==> src/rtl/reg_scan_pkg.sv <==
// Shared definitions for the debug register-file scanner: FSM states,
// default register-file geometry (matches sccomp) and the select-width helper.
package reg_scan_pkg;

  localparam int unsigned NREG_DEFAULT = 32;
  localparam int unsigned DW_DEFAULT   = 32;

  typedef enum logic [1:0] {
    ST_IDLE,
    ST_SETTLE,
    ST_PRESENT
  } state_e;

  function automatic int unsigned sel_width(input int unsigned nreg);
    return (nreg > 1) ? $clog2(nreg) : 1;
  endfunction

endpackage

==> src/rtl/reg_scan.sv <==
// Walks the CPU debug port reg_sel over all registers and streams (index, value)
// beats on a valid/ready interface. Define REG_SCAN_SKIP_ZERO_EN to skip register 0.
module reg_scan
  import reg_scan_pkg::*;
#(
  parameter int unsigned NREG   = NREG_DEFAULT,
  parameter int unsigned DW     = DW_DEFAULT,
  parameter int unsigned SETTLE = 1
) (
  input  logic                         clk,
  input  logic                         rstn,
  input  logic                         start,
  input  logic                         abort,
  output logic [sel_width(NREG)-1:0]   reg_sel,
  input  logic [DW-1:0]                reg_data,
  output logic                         out_valid,
  input  logic                         out_ready,
  output logic [sel_width(NREG)-1:0]   out_idx,
  output logic [DW-1:0]                out_data,
  output logic                         busy,
  output logic                         done
);

  localparam int unsigned SEL_W = sel_width(NREG);
  localparam int unsigned CNT_W = (SETTLE > 1) ? $clog2(SETTLE) : 1;
  localparam logic [CNT_W-1:0] CNT_LOAD = CNT_W'(SETTLE - 1);
  localparam logic [SEL_W-1:0] LAST     = SEL_W'(NREG - 1);
`ifdef REG_SCAN_SKIP_ZERO_EN
  localparam logic [SEL_W-1:0] FIRST    = SEL_W'(1);
`else
  localparam logic [SEL_W-1:0] FIRST    = '0;
`endif

  state_e            state_q, state_d;
  logic [SEL_W-1:0]  idx_q, idx_d;
  logic [CNT_W-1:0]  cnt_q, cnt_d;
  logic              valid_q, valid_d;
  logic [SEL_W-1:0]  oidx_q, oidx_d;
  logic [DW-1:0]     odata_q, odata_d;
  logic              done_q, done_d;

  // NOTE: every next-state signal takes its hold value first, so no path
  // through the case can leave one unassigned and infer a latch.
  always_comb begin
    state_d = state_q;
    idx_d   = idx_q;
    cnt_d   = cnt_q;
    valid_d = valid_q;
    oidx_d  = oidx_q;
    odata_d = odata_q;
    done_d  = 1'b0;

    unique case (state_q)
      ST_IDLE: begin
        if (start) begin
          state_d = ST_SETTLE;
          idx_d   = FIRST;
          cnt_d   = CNT_LOAD;
        end
      end
      ST_SETTLE: begin
        if (cnt_q != '0) begin
          cnt_d = cnt_q - CNT_W'(1);
        end else begin
          odata_d = reg_data;
          oidx_d  = idx_q;
          valid_d = 1'b1;
          state_d = ST_PRESENT;
        end
      end
      ST_PRESENT: begin
        if (valid_q && out_ready) begin
          valid_d = 1'b0;
          if (idx_q == LAST) begin
            done_d  = 1'b1;
            state_d = ST_IDLE;
          end else begin
            idx_d   = idx_q + SEL_W'(1);
            cnt_d   = CNT_LOAD;
            state_d = ST_SETTLE;
          end
        end
      end
      default: state_d = ST_IDLE;
    endcase

    // Cancel wins over a same-cycle handshake and never produces done.
    if (abort && (state_q != ST_IDLE)) begin
      state_d = ST_IDLE;
      valid_d = 1'b0;
      done_d  = 1'b0;
      idx_d   = '0;
    end
  end

  // NOTE: state registers use non-blocking assignments so every flop samples
  // the pre-edge values regardless of statement order.
  always_ff @(posedge clk or negedge rstn) begin
    if (!rstn) begin
      state_q <= ST_IDLE;
      idx_q   <= '0;
      cnt_q   <= '0;
      valid_q <= 1'b0;
      oidx_q  <= '0;
      odata_q <= '0;
      done_q  <= 1'b0;
    end else begin
      state_q <= state_d;
      idx_q   <= idx_d;
      cnt_q   <= cnt_d;
      valid_q <= valid_d;
      oidx_q  <= oidx_d;
      odata_q <= odata_d;
      done_q  <= done_d;
    end
  end

  assign reg_sel   = idx_q;
  assign out_valid = valid_q;
  assign out_idx   = oidx_q;
  assign out_data  = odata_q;
  assign busy      = (state_q != ST_IDLE);
  assign done      = done_q;

endmodule

==> config.mk <==
export PLATFORM = sky130hd
export DESIGN_NAME = reg_scan
export DESIGN_NICKNAME = d
export VERILOG_FILES = /design/src/rtl/reg_scan_pkg.sv /design/src/rtl/reg_scan.sv
export SDC_FILE = /design/constraint.sdc
export NUM_CORES = 1
export LEC_CHECK = 0
export ABC_AREA = 0
export BUFFER_PORTS_ARGS = -buffer_cell sky130_fd_sc_hd__buf_2
export CORE_MARGIN = 10
export CORE_UTILIZATION = 42
export CTS_CLUSTER_DIAMETER = 200
export CTS_CLUSTER_SIZE = 14
export DETAILED_ROUTE_END_ITERATION = 16
export GPL_TIMING_DRIVEN = 1
export PLACE_DENSITY = 0.83
export SLEW_MARGIN = 30
export SYNTH_ARGS = -nofsm -noshare
export SYNTH_HDL_FRONTEND = slang
export SYNTH_SLANG_ARGS = --single-unit
==> constraint.sdc <==
create_clock -name clk -period 1.87 [get_ports clk]
set_input_delay 0.187 -clock clk [delete_from_list [all_inputs] [get_ports clk]]
set_output_delay 0.187 -clock clk [all_outputs]
set_load 0.01 [all_outputs]
==> flow_metrics.env, run 1 <==
export IMPL_status="finished clean"
export IMPL_cpPeakStageDelay_ns=0.47
export IMPL_clk_latency_ns=0.28
export IMPL_fp_coreArea_sq_um=4320
export IMPL_cts_buffers=5
export IMPL_nets=258
export IMPL_cp_data_arrival_time_ns=1.99
export IMPL_clockBufferDepth=2
export IMPL_finalCritPeriodShare_pct=95.4
export IMPL_dieHeight_um=86.4
export IMPL_cp_data_required_time_ns=2.07
export IMPL_grt_max_degree=29
export IMPL_grt_antenna_before_repair=0
export IMPL_rsz0062_at_grt="false"
export IMPL_worst_slew_pin_slew_ns=0.576
export IMPL_power_density_nw_per_um2=1230
export IMPL_synth_top_area_share_pct=62.1
export IMPL_yosys_warnings=0
export IMPL_gp_congestion=0.816
export IMPL_wl_um=4160
export IMPL_ir_worst_vdd_v=0.000661
export IMPL_clk_pin_slew_worst_paths_ns=0.08
export IMPL_io_buffers=81
export IMPL_overflow=0
export IMPL_finalSetupViolations=0
export IMPL_finalNonFillerCells=272
export IMPL_critPathMostFrequentCell="ha_4"
export IMPL_ant_nets=0
export IMPL_die_x_um=86.4
export IMPL_synth_seq_cells=46
export IMPL_hold_path_class="in2reg"
export IMPL_ys_seq_area_share_pct=62.1
export IMPL_hold_slack_ns=0.119
export IMPL_grt_first_pass_wirelength_um=6820
export IMPL_critical_path_top_delay_family="simple AND/OR/NAND/NOR gates"
export IMPL_clock_sinks=46
export IMPL_max_slew_margin_pct=61.5
export IMPL_synth_ff_type="dfrtp_1"
export IMPL_wl_per_cell_um=15.3
export IMPL_yosys_cell_types_count=27
export IMPL_drc=0
export IMPL_drv_slew=0
export IMPL_cp_slowest_cell="or4_4"
export IMPL_rows=24
export IMPL_n_fill_cell=372
export IMPL_postSynthAreaPerCell_sq_um=14.8
export IMPL_syn_inst=125
export IMPL_firstDrtPassIters=4
export IMPL_io_pins=82
export IMPL_async_reset_ff_share_pct=100
export IMPL_synth_edff_count=0
export IMPL_synth_top_area_cell="dfrtp_1"
export IMPL_cts_root_buf="clkbuf_8"
export IMPL_period_minus_slack_ns=1.78
export IMPL_area_delta_synth_final_pct=37.1
export IMPL_grt_util_all_layers_pct=11.1
export IMPL_synth_top_cells_by_count="dfrtp_1, mux2_2, inv_1"
export IMPL_cts_tree="yes"
export IMPL_initial_core_util_pct=42.9
export IMPL_place_inst=261
export IMPL_syn_area_sq_um=1850
export IMPL_crit_path_max_fanout=3
export IMPL_die_area_sq_um=7470
export IMPL_drv_cap=0
export IMPL_r2r_slack_ns=0.09
export IMPL_num_vias=1329
export IMPL_critPathLaunchType="register"
export IMPL_yosysMostFrequentCell="dfrtp_1"
export IMPL_hold_viol_final=0
export IMPL_h_tree_depth=2
export IMPL_drt_iter0_drc=37
export IMPL_layout_drive_gt1_share_pct=66.4
export IMPL_fin_skew_ns=0.00416
export IMPL_syn_nets=164
export IMPL_crit_chain="ha_4 -> and3_4 -> ha_4 -> or2_4 -> or4_4 -> o211ai_1"
export IMPL_endpoint_kind="register"
export IMPL_diodes=0
export IMPL_fmax_ghz=0.561
export IMPL_grt_pass1_vias=1441
export IMPL_fin_setup_tns_ns=0
export IMPL_synthTopCellsByArea="dfrtp_1, mux2_2, mux2i_1, ha_1, buf_4"
export IMPL_place_hpwl_um=3330
export IMPL_critical_path_buf_inv_count=0
export IMPL_via_per_inst=4.89
export IMPL_crit_type="reg2reg"
export IMPL_p_leak_nw=1.26
[power breakdown]
group	leakage (nW)	switching, mW	internal, mW
Clock	0.0579	0.312	0.393
Sequential	0.563	0.151	1.28
Combinational	0.639	0.464	0.527
Total	1.26	0.926	2.20
[layout by cell type, fill, tap and decap left out]
cell type	instances
o211ai_1	2
nor2b_1	1
and3_4	1
or3b_2	1
buf_2	81
o211ai_2	1
clkbuf_8	5
buf_12	1
nor3b_1	1
nor2b_4	1
nand2_1	4
clkinv_2	2
nand4b_1	1
or2_4	1
ha_4	2
nor2_1	1
and4_1	1
nand3b_1	1
a2bb2oi_1	1
dfrtp_1	45
dfrtp_2	1
nand2b_1	1
or4b_1	1
bufinv_16	1
buf_4	8
mux2_2	37
inv_1	5
nand3_1	2
o22ai_1	1
dlygate4sd3_1	1
a21oi_1	1
o21ai_0	1
mux2i_1	3
or4_4	1
or2_2	2
[per-stage QoR]
stage	instance area, sq um	util [%]	power (mW)	setup WS (ns)
5_1_grt	2540	58.7	3.35	0.0152
3_3_place_gp	2370	54.9	2.43	0.0213
4_1_cts	2520	58.2	3.20	0.0177
2_1_floorplan	1860	-	2.00	0.00787
6_report	2540	58.7	3.13	0.0869
3_5_place_dp	2370	54.9	2.47	-0.0209
[what timing repair did]
item	4_1_cts	5_1_grt
pin swaps	2	3
hold endpoints to repair	24	0
gates resized for setup	3	2
endpoints found under the setup margin	2	1
hold buffers	1	0
setup buffers	1	1
[flip-flops by register name (all words and copies together), names as in the netlist]
register   count
out_idx        5
done           1
reg_sel        5
out_data      32
state_q        2
out_valid      1
[final timing paths]
check,startpoint,endpoint,depth (start not counted)
min in group asynchronous,rstn,out_idx[0],2
max reg2reg,reg_sel[0],reg_sel[3],6
min reg2reg,out_data[28],out_data[28],1
max in group asynchronous,rstn,out_data[14],3
min,abort,state_q[1],2
max,reg_sel[0],reg_sel[3],6
[metal layers]
metal | vias up | global-route usage, % | part of all wire, %
li1 | 628 | - | -
met1 | 635 | 12.5 | 42
met2 | 61 | 17.1 | 44
met3 | 5 | 6.94 | 13
met4 | 0 | 3.09 | 0.77
met5 | - | 0 | 0
[area by class of cell]
type / instances / area (sq um) / area share [%]
Timing Repair Buffer: 91 / 495 / 19.5
Sequential cell: 46 / 1150 / 45.4
Tap cell: 52 / 65.1 / 2.56
Clock buffer: 5 / 68.8 / 2.71
Inverter: 5 / 18.8 / 0.739
Clock inverter: 3 / 40.0 / 1.58
Multi-Input combinational cell: 70 / 699 / 27.5
[cell families after synthesis]
logic type               synth area share (%)
flip-flops                               62.1
adder cells (fa/ha/maj)                  1.35
buffers and inverters                    2.50
multiplexers                             24.1
AND/OR/NAND/NOR                          7.09
AO/OA/AOI/OAI                            2.84
[worst register-to-register path, stage by stage (launching register included)]
cell	delay (ns)
dfrtp_2	0.43
ha_4	0.16
and3_4	0.17
ha_4	0.15
or2_4	0.23
or4_4	0.47
o211ai_1	0.10
No activity file was read; power rests on OpenSTA's default activity.
==> inputs of run 2 (changes only) <==
--- a/config.mk
+++ b/config.mk
@@ -13,7 +13,7 @@
 export CTS_CLUSTER_SIZE = 14
 export DETAILED_ROUTE_END_ITERATION = 16
 export GPL_TIMING_DRIVEN = 1
-export PLACE_DENSITY = 0.83
+export PLACE_DENSITY = 0.84
 export SLEW_MARGIN = 30
 export SYNTH_ARGS = -nofsm -noshare
 export SYNTH_HDL_FRONTEND = slang
==> flow_metrics.env, run 2 (same netlist as run 1, synthesis figures left out) <==
export IMPL_status="finished clean"
export IMPL_max_slew_margin_pct=55.8
export IMPL_power_density_nw_per_um2=1250
export IMPL_layout_drive_gt1_share_pct=65.1
export IMPL_h_tree_depth=2
export IMPL_fin_setup_tns_ns=0
export IMPL_die_area_sq_um=7470
export IMPL_firstDrtPassIters=4
export IMPL_grt_first_pass_wirelength_um=6950
export IMPL_area_delta_synth_final_pct=36.1
export IMPL_wl_um=4450
export IMPL_fp_coreArea_sq_um=4320
export IMPL_cp_data_arrival_time_ns=2.02
export IMPL_drt_iter0_drc=43
export IMPL_finalSetupViolations=0
export IMPL_final_common_cell="buf_2"
export IMPL_nets=256
export IMPL_drv_cap=0
export IMPL_grt_pass1_vias=1452
export IMPL_fmax_ghz=0.553
export IMPL_clock_sinks=46
export IMPL_clk_latency_ns=0.30
export IMPL_ir_worst_vdd_v=0.000505
export IMPL_drc=0
export IMPL_io_buffers=81
export IMPL_largest_reg_flops=32
export IMPL_n_fill_cell=376
export IMPL_period_minus_slack_ns=1.81
export IMPL_cts_tree="yes"
export IMPL_via_per_inst=4.85
export IMPL_cp_data_required_time_ns=2.08
export IMPL_drv_slew=0
export IMPL_post_route_util_pct=58.3
export IMPL_overflow=0
export IMPL_dr_wl_met3_um=485
export IMPL_finalCritPeriodShare_pct=96.7
export IMPL_rsz0062_at_grt="false"
export IMPL_die_x_um=86.4
export IMPL_clk_pin_slew_worst_paths_ns=0.08
export IMPL_crit_path_max_fanout=3
export IMPL_grt_max_degree=39
export IMPL_io_pins=82
export IMPL_num_vias=1309
export IMPL_cts_buffers=5
export IMPL_hold_viol_final=0
export IMPL_endpoint_kind="register"
export IMPL_cts_root_buf="clkbuf_8"
export IMPL_initial_core_util_pct=42.9
export IMPL_worst_slew_pin_slew_ns=0.661
export IMPL_place_hpwl_um=3380
export IMPL_hold_slack_ns=0.0979
export IMPL_met2_length_um=2020
export IMPL_critPathLaunchType="register"
export IMPL_grt_antenna_before_repair=0
export IMPL_ant_nets=0
export IMPL_gp_congestion=0.803
export IMPL_crit_type="reg2reg"
export IMPL_dieHeight_um=86.4
export IMPL_p_leak_nw=1.24
export IMPL_final_cell_mix="buf_2, dfrtp_1, mux2_2, buf_4"
export IMPL_fin_skew_ns=0.00554
export IMPL_hold_path_class="in2reg"
export IMPL_wl_per_cell_um=16.5
export IMPL_grt_util_all_layers_pct=11.6
export IMPL_m1WireLength_um=1880
export IMPL_diodes=0
export IMPL_clockBufferDepth=2
export IMPL_topRoutingLayerUsed="met4"
export IMPL_rows=24
[run 2: through the flow]
step | worst slack (ns) | area (sq um) | power, mW | std cells
after floorplan | 0.00787 | 1860 | 2.00 | 125
after global placement | 0.0338 | 2370 | 2.42 | 260
after detailed placement | -0.0529 | 2370 | 2.47 | 260
after CTS | 0.00475 | 2510 | 3.20 | 270
after global routing | 0.0364 | 2520 | 3.34 | 270
final | 0.0619 | 2520 | 3.16 | 270
[run 2: layout make-up]
cell class / instances / area, sq um / share of cell area [%]
multi-input combinational: 70 / 696 / 27.6
timing repair buffer: 89 / 480 / 19.0
sequential: 46 / 1150 / 45.7
inverter: 5 / 18.8 / 0.744
clock inverter: 2 / 37.5 / 1.49
tap: 52 / 65.1 / 2.58
clock buffer: 6 / 72.6 / 2.88
[run 2: critical path, stage by stage, from the launching register on]
cell,delay [ns]
dfrtp_2,0.43
ha_4,0.17
and3_4,0.17
ha_4,0.15
or2_4,0.22
or4b_1,0.47
o211ai_1,0.12
[run 2: worst paths after layout]
path | from | cells past startpoint | endpoint | slack, ns
max | reg_sel[0] | 6 | reg_sel[2] | 0.06
min | abort | 2 | state_q[1] | 0.1
max reg2reg | reg_sel[0] | 6 | reg_sel[2] | 0.06
min reg2reg | out_data[29] | 1 | out_data[29] | 0.51
max in group asynchronous | rstn | 3 | reg_sel[0] | 0.97
min in group asynchronous | rstn | 2 | out_data[13] | 0.34
[run 2: power breakdown]
part	internal [mW]	switching, mW	total [mW]
clock	0.399	0.340	0.738
combinational	0.524	0.463	0.987
sequential	1.28	0.147	1.43
total	2.21	0.950	3.16
[run 2: per-layer routing]
metal	global-route usage (%)	vias to the layer above
met1	12.8	614
met5	0	-
met4	4.86	0
met3	5.53	7
li1	-	627
met2	18.5	61
[run 2: repair_timing]
item / CTS / global route
hold buffers: 1 / 0
setup endpoints to repair: 2 / 1
buffers inserted: 1 / 0
hold endpoints to repair: 16 / 0
gates resized for setup: 3 / 1
pin swaps: 4 / 2
==> inputs of run 3 (changes only) <==
--- a/config.mk
+++ b/config.mk
@@ -8,12 +8,13 @@
 export ABC_AREA = 0
 export BUFFER_PORTS_ARGS = -buffer_cell sky130_fd_sc_hd__buf_2
 export CORE_MARGIN = 10
-export CORE_UTILIZATION = 42
+export CORE_UTILIZATION = 35
 export CTS_CLUSTER_DIAMETER = 200
 export CTS_CLUSTER_SIZE = 14
 export DETAILED_ROUTE_END_ITERATION = 16
 export GPL_TIMING_DRIVEN = 1
-export PLACE_DENSITY = 0.84
+export PLACE_DENSITY = 0.74
+export SKIP_LAST_GASP = 1
 export SLEW_MARGIN = 30
 export SYNTH_ARGS = -nofsm -noshare
 export SYNTH_HDL_FRONTEND = slang
==> constraint.sdc (replaced) <==
create_clock -name clk -period 1.87 [get_ports clk]
set_input_delay 0.2805 -clock clk [delete_from_list [all_inputs] [get_ports clk]]
set_output_delay 0.2805 -clock clk [all_outputs]
set_load 0.01 [all_outputs]
==> flow_metrics.env, run 3 (same netlist as run 1, synthesis figures left out) <==
export IMPL_cts_setup_buffers=0
export IMPL_crit_path_max_fanout=3
export IMPL_fin_skew_ns=0.00934
export IMPL_final_cell_mix="buf_2, dfrtp_1, mux2_2, clkbuf_8, buf_4"
export IMPL_grt_antenna_before_repair=0
export IMPL_largest_reg_flops=32
export IMPL_layout_drive_gt1_share_pct=66.2
export IMPL_drt_iter0_drc=22
export IMPL_via_per_inst=4.61
export IMPL_drv_cap=0
export IMPL_clock_sinks=46
export IMPL_finalCritPeriodShare_pct=98.9
export IMPL_cts_buffers=5
export IMPL_ir_worst_vdd_v=0.000534
export IMPL_grt_first_pass_wirelength_um=7170
export IMPL_drv_slew=0
export IMPL_n_fill_cell=472
export IMPL_period_minus_slack_ns=1.85
export IMPL_clk_latency_ns=0.29
export IMPL_io_buffers=81
export IMPL_final_common_cell="buf_2"
export IMPL_p_leak_nw=1.26
export IMPL_ant_nets=0
export IMPL_crit_chain="ha_4 -> and3_4 -> ha_4 -> or2_4 -> or4b_4 -> o211ai_1"
export IMPL_rsz0062_at_grt="false"
export IMPL_max_slew_margin_pct=60.6
export IMPL_cp_slowest_cell="or4b_4"
export IMPL_firstDrtPassIters=4
export IMPL_seq_area_sq_um=1150
export IMPL_initial_core_util_pct=36.3
export IMPL_cp_data_arrival_time_ns=2.05
export IMPL_area_delta_synth_final_pct=38.6
export IMPL_grt_pass1_vias=1442
export IMPL_overflow=0
export IMPL_grt_util_all_layers_pct=10.3
export IMPL_fmax_ghz=0.541
export IMPL_io_pins=82
export IMPL_critPathLaunchType="register"
export IMPL_rows=26
export IMPL_nets=257
export IMPL_cp_data_required_time_ns=2.07
export IMPL_h_tree_depth=2
export IMPL_status="finished clean"
export IMPL_fin_setup_tns_ns=0
export IMPL_wl_um=4560
export IMPL_wl_per_cell_um=15.8
export IMPL_die_x_um=92.8
export IMPL_endpoint_kind="register"
export IMPL_place_hpwl_um=3630
export IMPL_cpPeakStageDelay_ns=0.52
export IMPL_hold_path_class="in2reg"
export IMPL_fin_ws_ns=0.0200
export IMPL_fp_coreArea_sq_um=5110
export IMPL_grt_max_degree=26
export IMPL_cts_tree="yes"
export IMPL_place_ws_ns=-0.00516
export IMPL_die_area_sq_um=8600
export IMPL_clockBufferDepth=2
export IMPL_gp_congestion=0.808
export IMPL_clk_pin_slew_worst_paths_ns=0.09
export IMPL_crit_type="reg2reg"
export IMPL_multi_input_area_sq_um=699
export IMPL_cts_root_buf="clkbuf_8"
export IMPL_power_density_nw_per_um2=1220
export IMPL_hold_viol_final=0
export IMPL_worst_slew_pin_slew_ns=0.590
export IMPL_finalSetupViolations=0
export IMPL_diodes=0
export IMPL_dieHeight_um=92.8
export IMPL_critPathMostFrequentCell="ha_4"
export IMPL_drc=0
export IMPL_num_vias=1332
run 3: worst paths after layout:
kind,from,endpoint,slack [ns],depth (start not counted)
max in group asynchronous,rstn,out_data[7],0.77,3
worst min register to register,out_data[0],out_data[0],0.50,1
min in group asynchronous,rstn,state_q[1],0.50,2
worst max-delay path,reg_sel[1],reg_sel[2],0.02,6
worst max register to register,reg_sel[1],reg_sel[2],0.02,6
worst min-delay path,abort,state_q[1],0.22,2
run 3: what timing repair did:
action	CTS	global route
gates resized for setup	3	2
pin swaps	2	1
setup endpoints to repair	2	1
hold buffers	1	0
hold endpoints to repair	23	0
run 3: cell type report:
type	instances	share of cell area (%)
Inverter	5	0.731
Sequential cell	46	44.9
Tap cell	70	3.41
Timing Repair Buffer	90	19.5
Clock buffer	8	4.29
Multi-Input combinational cell	70	27.2
run 3: worst max-delay path: cells and delay by family, from the launching register on:
| family | cells | cell delay, ns |
|---|---|---|
| adders and majority gates | 2 | 0.33 |
| and+or+nand+nor | 3 | 0.92 |
| AOI/OAI and AO/OA | 1 | 0.09 |
| DFF | 1 | 0.42 |
run 3: through the flow:
step                      area (sq um)  hold slack (ns)  power, mW  util [%]  instances
after global routing              2570            0.209       3.34      50.3        289
after global placement            2420            0.297       2.45      47.3        280
after detailed placement          2420            0.292       2.50      47.3        280
after floorplan                   1860          -0.0151       2.00         -        125
after CTS                         2550            0.212       3.18      50.0        289
final                             2570            0.221       3.13      50.3        289
run 3: per-layer routing:
layer / wire (um) / GRT usage, % / share of wire [%] / vias up
met5: 0 / 0 / 0 / -
met4: 35 / 4.24 / 0.77 / 0
met3: 339 / 3.71 / 7.4 / 2
met2: 2240 / 17.2 / 49 / 46
met1: 1940 / 11.8 / 43 / 660
li1: - / - / - / 624
run 3: report_power, final:
part / leakage (nW) / total, mW / switching (mW) / internal, mW
Combinational: 0.636 / 1.02 / 0.478 / 0.539
Clock: 0.0575 / 0.684 / 0.311 / 0.373
Sequential: 0.563 / 1.43 / 0.148 / 1.28
Total: 1.26 / 3.13 / 0.936 / 2.20
